==> config.mk <==
export PLATFORM = sky130hd
export DESIGN_NAME = lsu_mem_master_flat
export DESIGN_NICKNAME = d
export VERILOG_FILES = /design/src/rtl/lsu_mem_master_if.sv /design/src/rtl/lsu_mem_master.sv /design/src/flat_wrapper.sv
export SDC_FILE = /design/constraint.sdc
export NUM_CORES = 1
export LEC_CHECK = 0
export CORE_AREA = 2 2 162 164
export DETAILED_ROUTE_END_ITERATION = 16
export DIE_AREA = 0 0 164 166
export GPL_TIMING_DRIVEN = 0
export PLACE_DENSITY = 0.77
export SKIP_CTS_REPAIR_TIMING = 1
export SYNTH_ARGS = -nofsm -noshare
export SYNTH_HDL_FRONTEND = slang
export SYNTH_SLANG_ARGS = --single-unit
==> constraint.sdc <==
create_clock -name clk -period 13 [get_ports clk]
set_input_delay 1.95 -clock clk [delete_from_list [all_inputs] [get_ports clk]]
set_output_delay 1.95 -clock clk [all_outputs]
set_load 0.02 [all_outputs]
==> src/rtl/lsu_mem_master_if.sv <==
// Request/response handshake and data-memory bus of the load/store initiator.
// The master modport is the initiator's view; slave is the execute stage plus memory side.
interface lsu_mem_master_if #(
  parameter int ADDR_W = 64
);
  logic              req_valid;
  logic              req_ready;
  logic              req_is_store;
  logic [2:0]        req_funct3;
  logic [ADDR_W-1:0] req_addr;
  logic [63:0]       req_wdata;
  logic [4:0]        req_rd;
  logic              resp_valid;
  logic              resp_ready;
  logic [63:0]       resp_rdata;
  logic [4:0]        resp_rd;
  logic [1:0]        resp_err;
  logic [ADDR_W-1:0] mem_addr;
  logic [63:0]       mem_data_input;
  logic [2:0]        load_format;
  logic [1:0]        store_format;
  logic              mem_write_en;
  logic              mem_read_en;
  logic [63:0]       mem_data_output;

  modport master (
    input  req_valid, req_is_store, req_funct3, req_addr, req_wdata, req_rd,
    input  resp_ready, mem_data_output,
    output req_ready, resp_valid, resp_rdata, resp_rd, resp_err,
    output mem_addr, mem_data_input, load_format, store_format,
    output mem_write_en, mem_read_en
  );

  modport slave (
    output req_valid, req_is_store, req_funct3, req_addr, req_wdata, req_rd,
    output resp_ready, mem_data_output,
    input  req_ready, resp_valid, resp_rdata, resp_rd, resp_err,
    input  mem_addr, mem_data_input, load_format, store_format,
    input  mem_write_en, mem_read_en
  );
endinterface

==> src/rtl/lsu_mem_master.sv <==
// Load/store initiator: validates one request, sequences SETUP/ACCESS on the data
// memory's level-sensitive enables, and returns extended load data with an error code.
module lsu_mem_master #(
  parameter int ADDR_W    = 64,
  parameter int MEM_BYTES = 4096
) (
  input logic                 clk,
  input logic                 reset,
  lsu_mem_master_if.master    bus
);
  typedef enum logic [1:0] {ST_IDLE, ST_SETUP, ST_ACCESS, ST_RESP} state_t;

  localparam logic [ADDR_W-1:0] LP_MEM_BYTES = ADDR_W'(MEM_BYTES);

  state_t            r_state;
  state_t            w_state_next;
  logic              r_is_store;
  logic [2:0]        r_funct3;
  logic [ADDR_W-1:0] r_addr;
  logic [63:0]       r_wdata;
  logic [63:0]       r_rdata;
  logic [4:0]        r_rd;
  logic [1:0]        r_err;
  logic              w_accept;
  logic              w_active;
  logic [1:0]        w_err;
  logic [ADDR_W-1:0] w_size;
  logic [63:0]       w_load_ext;

  assign w_accept = bus.req_valid && (r_state == ST_IDLE);

  // Bounds test is written as addr > MEM_BYTES - size so a huge address cannot wrap.
  always_comb begin
    w_size = ADDR_W'(1) << bus.req_funct3[1:0];
    w_err  = 2'b00;
    if ((bus.req_is_store && bus.req_funct3[2]) ||
        (!bus.req_is_store && bus.req_funct3 == 3'b111))
      w_err = 2'b11;
    else if ((bus.req_addr & (w_size - ADDR_W'(1))) != '0)
      w_err = 2'b01;
    else if ((w_size > LP_MEM_BYTES) || (bus.req_addr > LP_MEM_BYTES - w_size))
      w_err = 2'b10;
  end

  always_comb begin
    w_state_next = r_state;
    case (r_state)
      ST_IDLE:   if (w_accept) w_state_next = (w_err != 2'b00) ? ST_RESP : ST_SETUP;
      ST_SETUP:  w_state_next = ST_ACCESS;
      ST_ACCESS: w_state_next = ST_RESP;
      ST_RESP:   if (bus.resp_ready) w_state_next = ST_IDLE;
      default:   w_state_next = ST_IDLE;
    endcase
  end

  // Only the bytes of the access size are trusted; the rest of the word is discarded.
  always_comb begin
    case (r_funct3)
      3'b000:  w_load_ext = {{56{bus.mem_data_output[7]}},  bus.mem_data_output[7:0]};
      3'b001:  w_load_ext = {{48{bus.mem_data_output[15]}}, bus.mem_data_output[15:0]};
      3'b010:  w_load_ext = {{32{bus.mem_data_output[31]}}, bus.mem_data_output[31:0]};
      3'b100:  w_load_ext = {56'd0, bus.mem_data_output[7:0]};
      3'b101:  w_load_ext = {48'd0, bus.mem_data_output[15:0]};
      3'b110:  w_load_ext = {32'd0, bus.mem_data_output[31:0]};
      default: w_load_ext = bus.mem_data_output;
    endcase
  end

  always_ff @(posedge clk or posedge reset) begin
    if (reset) begin
      r_state    <= ST_IDLE;
      r_is_store <= 1'b0;
      r_funct3   <= 3'b000;
      r_addr     <= '0;
      r_wdata    <= 64'd0;
      r_rdata    <= 64'd0;
      r_rd       <= 5'd0;
      r_err      <= 2'b00;
    end else begin
      r_state <= w_state_next;
      if (w_accept) begin
        r_is_store <= bus.req_is_store;
        r_funct3   <= bus.req_funct3;
        r_addr     <= bus.req_addr;
        r_wdata    <= bus.req_wdata;
        r_rd       <= bus.req_rd;
        r_err      <= w_err;
        r_rdata    <= 64'd0;
      end
      if (r_state == ST_ACCESS && !r_is_store)
        r_rdata <= w_load_ext;
    end
  end

  // Memory-side fields are driven from SETUP through RESP for good transactions only.
  assign w_active = (r_state != ST_IDLE) && (r_err == 2'b00);

  assign bus.req_ready      = (r_state == ST_IDLE);
  assign bus.resp_valid     = (r_state == ST_RESP);
  assign bus.resp_rdata     = bus.resp_valid ? r_rdata : 64'd0;
  assign bus.resp_rd        = (bus.resp_valid && !r_is_store) ? r_rd : 5'd0;
  assign bus.resp_err       = bus.resp_valid ? r_err : 2'b00;
  assign bus.mem_addr       = w_active ? r_addr : '0;
  assign bus.mem_data_input = (w_active && r_is_store) ? r_wdata : 64'd0;
  assign bus.load_format    = (w_active && !r_is_store) ?
                              ((r_funct3[1:0] == 2'b11) ? 3'b101 : {1'b0, r_funct3[1:0]}) : 3'b000;
  assign bus.store_format   = (w_active && r_is_store) ? r_funct3[1:0] : 2'b00;
  assign bus.mem_write_en   = (r_state == ST_ACCESS) && r_is_store;
  assign bus.mem_read_en    = (r_state == ST_ACCESS) && !r_is_store;
endmodule

==> src/flat_wrapper.sv <==
// flat-port wrapper written by rule: the top's interface ports become plain ports
module lsu_mem_master_flat 
#(
  parameter int ADDR_W    = 64,
  parameter int MEM_BYTES = 4096
)
  (clk, reset, bus_req_valid, bus_req_is_store, bus_req_funct3, bus_req_addr, bus_req_wdata, bus_req_rd, bus_resp_ready, bus_mem_data_output, bus_req_ready, bus_resp_valid, bus_resp_rdata, bus_resp_rd, bus_resp_err, bus_mem_addr, bus_mem_data_input, bus_load_format, bus_store_format, bus_mem_write_en, bus_mem_read_en);
  lsu_mem_master_if #(.ADDR_W(ADDR_W)) bus_i ();
  input logic clk;
  input logic reset;
  input wire logic [$bits(bus_i.req_valid)-1:0] bus_req_valid;
  input wire logic [$bits(bus_i.req_is_store)-1:0] bus_req_is_store;
  input wire logic [$bits(bus_i.req_funct3)-1:0] bus_req_funct3;
  input wire logic [$bits(bus_i.req_addr)-1:0] bus_req_addr;
  input wire logic [$bits(bus_i.req_wdata)-1:0] bus_req_wdata;
  input wire logic [$bits(bus_i.req_rd)-1:0] bus_req_rd;
  input wire logic [$bits(bus_i.resp_ready)-1:0] bus_resp_ready;
  input wire logic [$bits(bus_i.mem_data_output)-1:0] bus_mem_data_output;
  output wire logic [$bits(bus_i.req_ready)-1:0] bus_req_ready;
  output wire logic [$bits(bus_i.resp_valid)-1:0] bus_resp_valid;
  output wire logic [$bits(bus_i.resp_rdata)-1:0] bus_resp_rdata;
  output wire logic [$bits(bus_i.resp_rd)-1:0] bus_resp_rd;
  output wire logic [$bits(bus_i.resp_err)-1:0] bus_resp_err;
  output wire logic [$bits(bus_i.mem_addr)-1:0] bus_mem_addr;
  output wire logic [$bits(bus_i.mem_data_input)-1:0] bus_mem_data_input;
  output wire logic [$bits(bus_i.load_format)-1:0] bus_load_format;
  output wire logic [$bits(bus_i.store_format)-1:0] bus_store_format;
  output wire logic [$bits(bus_i.mem_write_en)-1:0] bus_mem_write_en;
  output wire logic [$bits(bus_i.mem_read_en)-1:0] bus_mem_read_en;
  assign bus_i.req_valid = bus_req_valid;
  assign bus_i.req_is_store = bus_req_is_store;
  assign bus_i.req_funct3 = bus_req_funct3;
  assign bus_i.req_addr = bus_req_addr;
  assign bus_i.req_wdata = bus_req_wdata;
  assign bus_i.req_rd = bus_req_rd;
  assign bus_i.resp_ready = bus_resp_ready;
  assign bus_i.mem_data_output = bus_mem_data_output;
  assign bus_req_ready = bus_i.req_ready;
  assign bus_resp_valid = bus_i.resp_valid;
  assign bus_resp_rdata = bus_i.resp_rdata;
  assign bus_resp_rd = bus_i.resp_rd;
  assign bus_resp_err = bus_i.resp_err;
  assign bus_mem_addr = bus_i.mem_addr;
  assign bus_mem_data_input = bus_i.mem_data_input;
  assign bus_load_format = bus_i.load_format;
  assign bus_store_format = bus_i.store_format;
  assign bus_mem_write_en = bus_i.mem_write_en;
  assign bus_mem_read_en = bus_i.mem_read_en;
  lsu_mem_master #(.ADDR_W(ADDR_W), .MEM_BYTES(MEM_BYTES)) u_core (.clk(clk), .reset(reset), .bus(bus_i));
endmodule
After elaboration in Yosys (flattened, before gate mapping)
Cells that the tools add are included.
{"block": "word_totals", "ff_bits": 205, "out_inout_bits": 208}
{"block": "op_classes", "n_shift": 1, "magnitude_cmp": 2, "n_reduce_logical": 21, "n_bitwise": 1, "n_eq_ne": 12, "mux": 18, "n_addsub": 2}
{"op": "case mux 64 bit (6 select lines)", "n": 1}
{"op": "two-way mux 64 bit", "n": 5}
{"op": "bitwise AND 64 bit", "n": 1}
{"op": "greater-than comparator 64 x 13 -> 1 bit, second input constant", "n": 1}
{"op": "greater-than comparator 64 bit", "n": 1}
{"op": "nonzero test 64 bit", "n": 1}
{"op": "left shift 1 x 2 -> 64 bit, first input constant", "n": 1}
{"op": "subtractor 13 x 64 -> 64 bit, first input constant", "n": 1}
{"op": "subtractor 64 x 1 -> 64 bit, second input constant", "n": 1}
{"op": "two-way mux 2 bit", "n": 8}
{"op": "== test 3 bit, second input constant", "n": 4}
{"op": "logical AND 1 bit", "n": 9}
{"op": "case mux 2 bit (4 select lines)", "n": 1}
{"op": "== test 2 bit, second input constant", "n": 3}
{"op": "two-way mux 3 bit", "n": 2}
{"op": "nonzero test 2 bit", "n": 3}
{"op": "two-way mux 5 bit", "n": 1}
{"op": "logical NOT 2 bit", "n": 2}
{"op": "== test 3 x 1 -> 1 bit, second input constant", "n": 1}
{"op": "== test 3 x 2 -> 1 bit, second input constant", "n": 1}
{"op": "logical NOT 3 bit", "n": 1}
{"op": "== test 2 x 1 -> 1 bit, second input constant", "n": 1}
{"op": "logical NOT 1 bit", "n": 2}
{"op": "logical OR 1 bit", "n": 2}
{"op": "other kinds (3)", "n": 3}

Longest topological paths before layout
Gate-level depths: netlist of run 1.
{"block": "logic_depth", "ltp_word": 11, "ltp_mapped": 9, "mapped_depth_nobuf": 9}

Worst setup path before layout of run 1
OpenSTA, ideal clock, no wires.
{"block": "synth_timing", "kind": "register -> output", "start": "register u_core.r_state[0]", "end": "output port bus_load_format[2]", "path_stages_with_launch": 7, "n_path_buf": 2, "setup_slack_ps": 8963, "arrival_ps": 2087, "path_cell_list": "dfrtp_1 > inv_1 > ha_1 > nor3_2 > clkbuf_1 > clkbuf_1 > nor3b_1"}
{"block": "synth_between", "elab_chain_cells": 4}
{"item": "start: declaration", "line_no": "lsu_mem_master.sv:15", "source": "state_t r_state;"}
{"item": "start signal: assignment", "line_no": "lsu_mem_master.sv:80", "source": "r_state <= w_state_next;"}
{"item": "nonzero test 2 bit", "line_no": "lsu_mem_master.sv:96", "source": "assign w_active = (r_state != ST_IDLE) && (r_err == 2'b00);"}
{"item": "logical AND 1 bit", "line_no": "lsu_mem_master.sv:96"}
{"item": "logical AND 1 bit", "line_no": "lsu_mem_master.sv:105", "source": "assign bus.load_format = (w_active && !r_is_store) ?"}
{"item": "two-way mux 3 bit", "line_no": "lsu_mem_master.sv:105"}
{"item": "end: declaration", "line_no": "flat_wrapper.sv:26", "source": "output wire logic [$bits(bus_i.load_format)-1:0] bus_load_format;"}
No other way between the ends.

Final worst setup path of run 1
Same ends and word-level chain as after synthesis.

==> qor.yml, run 1 <==
setup_path:
  rr_worst_depth: 7
  end_kind: "primary output"
  reg2reg_from: "u_core.r_state[0]"
  start_kind: "flip-flop"
  rr_endpoint: "u_core.r_funct3[0]"
  crit_type: "flip-flop to primary output"
  crit_fanout: 10
  worst-endpoint-arrival_ns: 3.88
  cp_data_required_time_ns: 11.05
  reg2reg_slack_ns: 10.56
hold_path:
  worst_hold_path.endpoint: "u_core.r_rdata[35]"
  min_path_type: "flip-flop to flip-flop"
  min_from: "u_core.r_rdata[35]"
  min_path_cells: 2
layout:
  layout_common_cells: "nand2_1 (495), clkdlybuf4s50_1 (412), dfrtp_1 (205)"
  diodes: 0
  syn_to_final_growth_pct: 55.73
  final_common_cell: "nand2_1"
  nNetsFinal: 1822
  drive_gt1_share_pct: 3.882
  final_core_util_pct: 59.12
  design_area_um2: 15140
die:
  initial_core_util_pct: 37.96
  io_pins: 413
  chipWidth_um: 164
  core_area_um2: 25620
  die_h_um: 166
  dieArea_um2: 27220
  num_rows: 59
routing:
  first_pass_iters: 5
  drc: 0
  wl_per_cell_um: 17.50
  viasPerCell: 4.895
  wl_mm: 34.26
  detail_route.iter0.violations: 671
  vias: 9585
  ant_nets: 0
global_routing:
  grt_start_max_net_pins: 119
  grt_pass1_wl_mm: 52.78
  grt_antenna_before_repair: 0
  grt_usage_pct: 24.54
  grt_pass1_vias: 9781
  grt-ovfl-total: 0
sta:
  rsz0062_at_grt: "false"
  slew_headroom_pct: 42.07
  min_period_ns: 5.832
  max_freq_mhz: 171.5
  fin_skew_ns: 0.008717
  worstMarginPinSlew_ns: 0.8690
  setup_viol: 0
  setup-tns-final_ns: 0
  slew_viol_final: 0
  hold_viol: 0
  timing.final.crit_share_pct: 44.86
synth:
  synth_edf_count: 0
  synthCells: 1162
  async_flop_share_pct: 100.0
  ys_seq_area_share_pct: 52.75
  ys_warn_count: 0
  synthFlopType: "dfrtp_1"
  ys_types: 44
  synth-seq-cells: 205
  syn_area_per_cell_um2: 8.369
  syn-cell-area_um2: 9724
job:
  drv_cap: 0
clocking:
  clockRootBuffer: "clkbuf_16"
  cts_made_buffers: 25
  htreeDepth: 1
  cts_max_path_buffers: 3
  clock_latency_ns: 0.51
  clock-sinks: 205
  cts_tree: "built"
  path_clk_slew_ns: 0.06
placed_design:
  gp_congestion: 0.8565
  dpl-instance-area_um2: 14310
  dp_hpwl_mm: 25.90
  io_buffers: 412
pwr:
  max-vdd-ir-drop_uv: 121.1
  p_leak_nw: 7.310
  pwr_density_cell_nw_per_um2: 197.0
outcome:
  status: "finished, final reports clean"
==> Yosys cell counts, drive strengths merged (12+ instances only) <==
cell / number / area share, %
nand2: 497 / 19
nor4: 12 / 0.77
o21ai: 59 / 3.0
and3: 66 / 4.2
a21oi: 29 / 1.5
clkbuf: 69 / 2.7
buf: 12 / 0.54
dfrtp: 205 / 53
and2: 139 / 9.0
ha: 12 / 1.5
==> stage by stage <==
step                      total power (W)  hold WS, ns  setup WS (ns)  std cells
after detailed placement         0.002294       0.4472          7.710       1913
after global routing             0.003187       0.4802          6.928       1958
after CTS                        0.003000       0.4600          7.054       1958
final                            0.002983       0.4572          7.168       1958
after floorplan                  0.001761       0.4304          5.454       1165
after global placement           0.002255       0.4414          2.614       1912
==> cells by family after synthesis <==
family	count (synthesis)	share of synthesized area [%]
buf+inv	89	3.538
other cells	1	0.03856
simple gates	741	35.22
mux	1	0.1029
flops	205	52.75
compound gates	113	6.807
fa+ha+maj	12	1.544
==> power breakdown <==
group	internal [W]	leakage (nW)	switching, W	total [W]
clock	0.000423	0.408	0.000271	0.000693
combinational	0.000491	4.30	0.000750	0.00124
sequential	0.000913	2.60	0.000136	0.00105
total	0.00183	7.31	0.00116	0.00298
==> cell type report <==
class / count / area [µm²]
Sequential cell: 205 / 5130
Clock inverter: 7 / 65.06
Buffer: 81 / 311.5
Timing Repair Buffer: 413 / 4151
Clock buffer: 38 / 764.5
Fill cell: 2216 / 10470
Tap cell: 335 / 419.2
Inverter: 8 / 40.04
Multi-Input combinational cell: 871 / 4262
==> worst max-delay path by stage <==
stage / start / end / depth (start not counted)
2_1_floorplan: reset / u_core.r_addr[0] / 1
3_3_place_gp: reset / u_core.r_wdata[20] / 2
3_5_place_dp: u_core.r_state[0] / bus_load_format[2] / 7
4_1_cts: u_core.r_state[0] / bus_load_format[2] / 7
5_1_grt: u_core.r_state[0] / bus_load_format[2] / 7
6_report: u_core.r_state[0] / bus_load_format[2] / 7
==> routing by layer <==
| layer | vias to the layer above | GRT usage (%) | part of all wire [%] |
|---|---|---|---|
| met2 | 418 | 42.66 | 48 |
| met5 | - | 0 | 0 |
| met1 | 4521 | 28.47 | 38 |
| met3 | 68 | 8.092 | 10 |
| met4 | 0 | 7.704 | 3.4 |
| li1 | 4578 | - | - |
==> flip-flops by register name (all words and copies together), names as in the netlist <==
name	flops
u_core.r_addr	64
u_core.r_err	2
u_core.r_funct3	3
u_core.r_is_store	1
u_core.r_rd	5
u_core.r_rdata	64
u_core.r_state	2
u_core.r_wdata	64
==> worst max-delay path, stage by stage (launching register included) <==
cell             delay (ns)
dfrtp_1                0.37
inv_1                  0.07
ha_1                   0.31
nor3_2                 0.47
clkbuf_1               0.69
clkbuf_1               0.53
nor3b_1                0.25
clkdlybuf4s50_1        0.68
Note: power is estimated with default switching activity, not from simulation.
==> run 2, diff against run 1 <==
--- a/config.mk
+++ b/config.mk
@@ -5,11 +5,11 @@
 export SDC_FILE = /design/constraint.sdc
 export NUM_CORES = 1
 export LEC_CHECK = 0
-export CORE_AREA = 2 2 162 164
+export CORE_MARGIN = 2
+export CORE_UTILIZATION = 39
 export DETAILED_ROUTE_END_ITERATION = 16
-export DIE_AREA = 0 0 164 166
 export GPL_TIMING_DRIVEN = 0
-export PLACE_DENSITY = 0.77
+export PLACE_DENSITY = 0.81
 export SKIP_CTS_REPAIR_TIMING = 1
 export SYNTH_ARGS = -nofsm -noshare
 export SYNTH_HDL_FRONTEND = slang
==> constraint.sdc (replaced) <==
create_clock -name clk -period 5.1 [get_ports clk]
set_input_delay 0.765 -clock clk [delete_from_list [all_inputs] [get_ports clk]]
set_output_delay 0.765 -clock clk [all_outputs]
set_load 0.02 [all_outputs]
==> run 2 against run 1 <==
Clock skew is 0.013 ns higher. Critical path type unchanged. Critical path depth unchanged. Via count increased by 1.5%. Utilization grew 3.3 points. Critical endpoint unchanged. Largest power group unchanged. Design area up 0.50%. Global-route usage rose by 1.7 points. Power rose to 2.6 times the previous value.
==> qor.yml, run 2 (synthesis gave the netlist of run 1 again) <==
clocking:
  cts_max_path_buffers: 3
  clock-sinks: 205
  path_clk_slew_ns: 0.06
  clockRootBuffer: "clkbuf_16"
  cts_tree: "built"
  htreeDepth: 1
  cts_made_buffers: 24
  clock_latency_ns: 0.52
die:
  core_area_um2: 24390
  initial_core_util_pct: 39.87
  die_h_um: 161.9
  io_pins: 413
  dieArea_um2: 26210
  num_rows: 57
  chipWidth_um: 161.9
layout:
  nNetsFinal: 1825
  syn_to_final_growth_pct: 56.50
  layout_common_cells: "nand2_1 (495), clkdlybuf4s50_1 (412), dfrtp_1 (205)"
  nFillCells: 2055
  diodes: 0
  drive_gt1_share_pct: 4.121
  final_common_cell: "nand2_1"
  largest_registers: "u_core.r_addr: 64 flops, u_core.r_rdata: 64 flops, u_core.r_wdata: 64 flops"
placed_design:
  dp_slack_ns: 0.9251
  dp_hpwl_mm: 26.47
  gp_congestion: 0.8347
  io_buffers: 412
global_routing:
  grt_pass1_wl_mm: 54.37
  grt-ovfl-total: 0
  grt_start_max_net_pins: 42
  grt_usage_pct: 26.25
  grt_pass1_vias: 10030
  grt_antenna_before_repair: 1
setup_path:
  worst-endpoint-arrival_ns: 3.97
  crit_fanout: 10
  crit_type: "flip-flop to primary output"
  start_kind: "flip-flop"
  end_kind: "primary output"
  cp_data_required_time_ns: 4.34
sta:
  timing.final.crit_share_pct: 92.80
  slew_viol_final: 0
  setup_viol: 0
  setup-tns-final_ns: 0
  rsz0062_at_grt: "false"
  worstMarginPinSlew_ns: 0.8891
  fin_skew_ns: 0.02179
  max_freq_mhz: 211.3
  hold_ws_ns: 0.4559
  min_period_ns: 4.733
  hold_viol: 0
  worst_slack_ns: 0.3672
  slew_headroom_pct: 40.60
routing:
  ant_nets: 0
  viasPerCell: 4.987
  vias: 9725
  drc: 0
  wl_mm: 34.98
  wl_per_cell_um: 17.94
  detail_route.iter0.violations: 679
  first_pass_iters: 7
pwr:
  pwr_density_cell_nw_per_um2: 506.0
  max-vdd-ir-drop_uv: 266.4
  p_leak_nw: 7.350
hold_path:
  min_path_type: "flip-flop to flip-flop"
outcome:
  status: "finished, final reports clean"
job:
  drv_cap: 0
==> run 2: changes by cell type in the layout (fill, tap and decap cells not counted) <==
cell and delta:
clkbuf_8 -5, inv_8 -1, bufinv_16 +3, clkinv_4 +1
buf_12 +5, buf_16 -1, clkbuf_1 -1, clkinv_2 +2
clkbuf_16 -1, clkinv_8 +1
==> run 2: final timing paths <==
kind	to	cells after the start	slack, ns	start
hold / removal	u_core.r_rdata[33]	2	0.46	u_core.r_rdata[33]
setup / recovery	bus_load_format[2]	7	0.37	u_core.r_state[0]
hold reg to reg	u_core.r_rdata[33]	2	0.46	u_core.r_rdata[33]
setup reg to reg	u_core.r_addr[52]	8	2.60	u_core.r_state[0]
max in group asynchronous	u_core.r_wdata[44]	4	3.34	reset
min in group asynchronous	u_core.r_addr[12]	2	0.78	reset
==> run 2: metrics by stage <==
step | utilization, % | std cells | area [µm²] | power, W
after floorplan | - | 1165 | 9739 | 0.004490
after detailed placement | 58.91 | 1906 | 14370 | 0.005863
after CTS | 62.39 | 1950 | 15220 | 0.007744
final | 62.39 | 1950 | 15220 | 0.007700
after global placement | 58.50 | 1901 | 14270 | 0.005747
after global routing | 62.39 | 1950 | 15220 | 0.008222
==> run 2: worst max-delay path: stages (launching register included) <==
cell	delay, ns
dfrtp_1	0.38
inv_1	0.07
ha_1	0.32
nor3_2	0.49
clkbuf_1	0.71
clkbuf_1	0.54
nor3b_1	0.26
clkdlybuf4s50_1	0.67
==> run 2: layout make-up <==
type	instances	area [µm²]	share of cell area, %
multi-input cells	871	4262	28.00
plain buffers	81	311.5	2.047
clock inverters	13	182.7	1.200
repair buffers	417	4224	27.76
inverters	8	36.28	0.2384
well taps	324	405.4	2.664
clock buffers	31	666.9	4.382
flip-flops and latches	205	5130	33.71
==> run 2: metal layers <==
metal,vias up,wire [µm],global-route usage (%)
met5,-,0,0
met4,0,1377,9.815
met1,4626,13170,30.14
li1,4588,-,-
met3,82,2934,6.920
met2,429,17510,46.94
==> run 2: report_power, final <==
group | total (W) | switching, W | internal (W)
combinational | 0.00318 | 0.00192 | 0.00126
clock | 0.00183 | 0.000706 | 0.00113
sequential | 0.00268 | 0.000358 | 0.00233
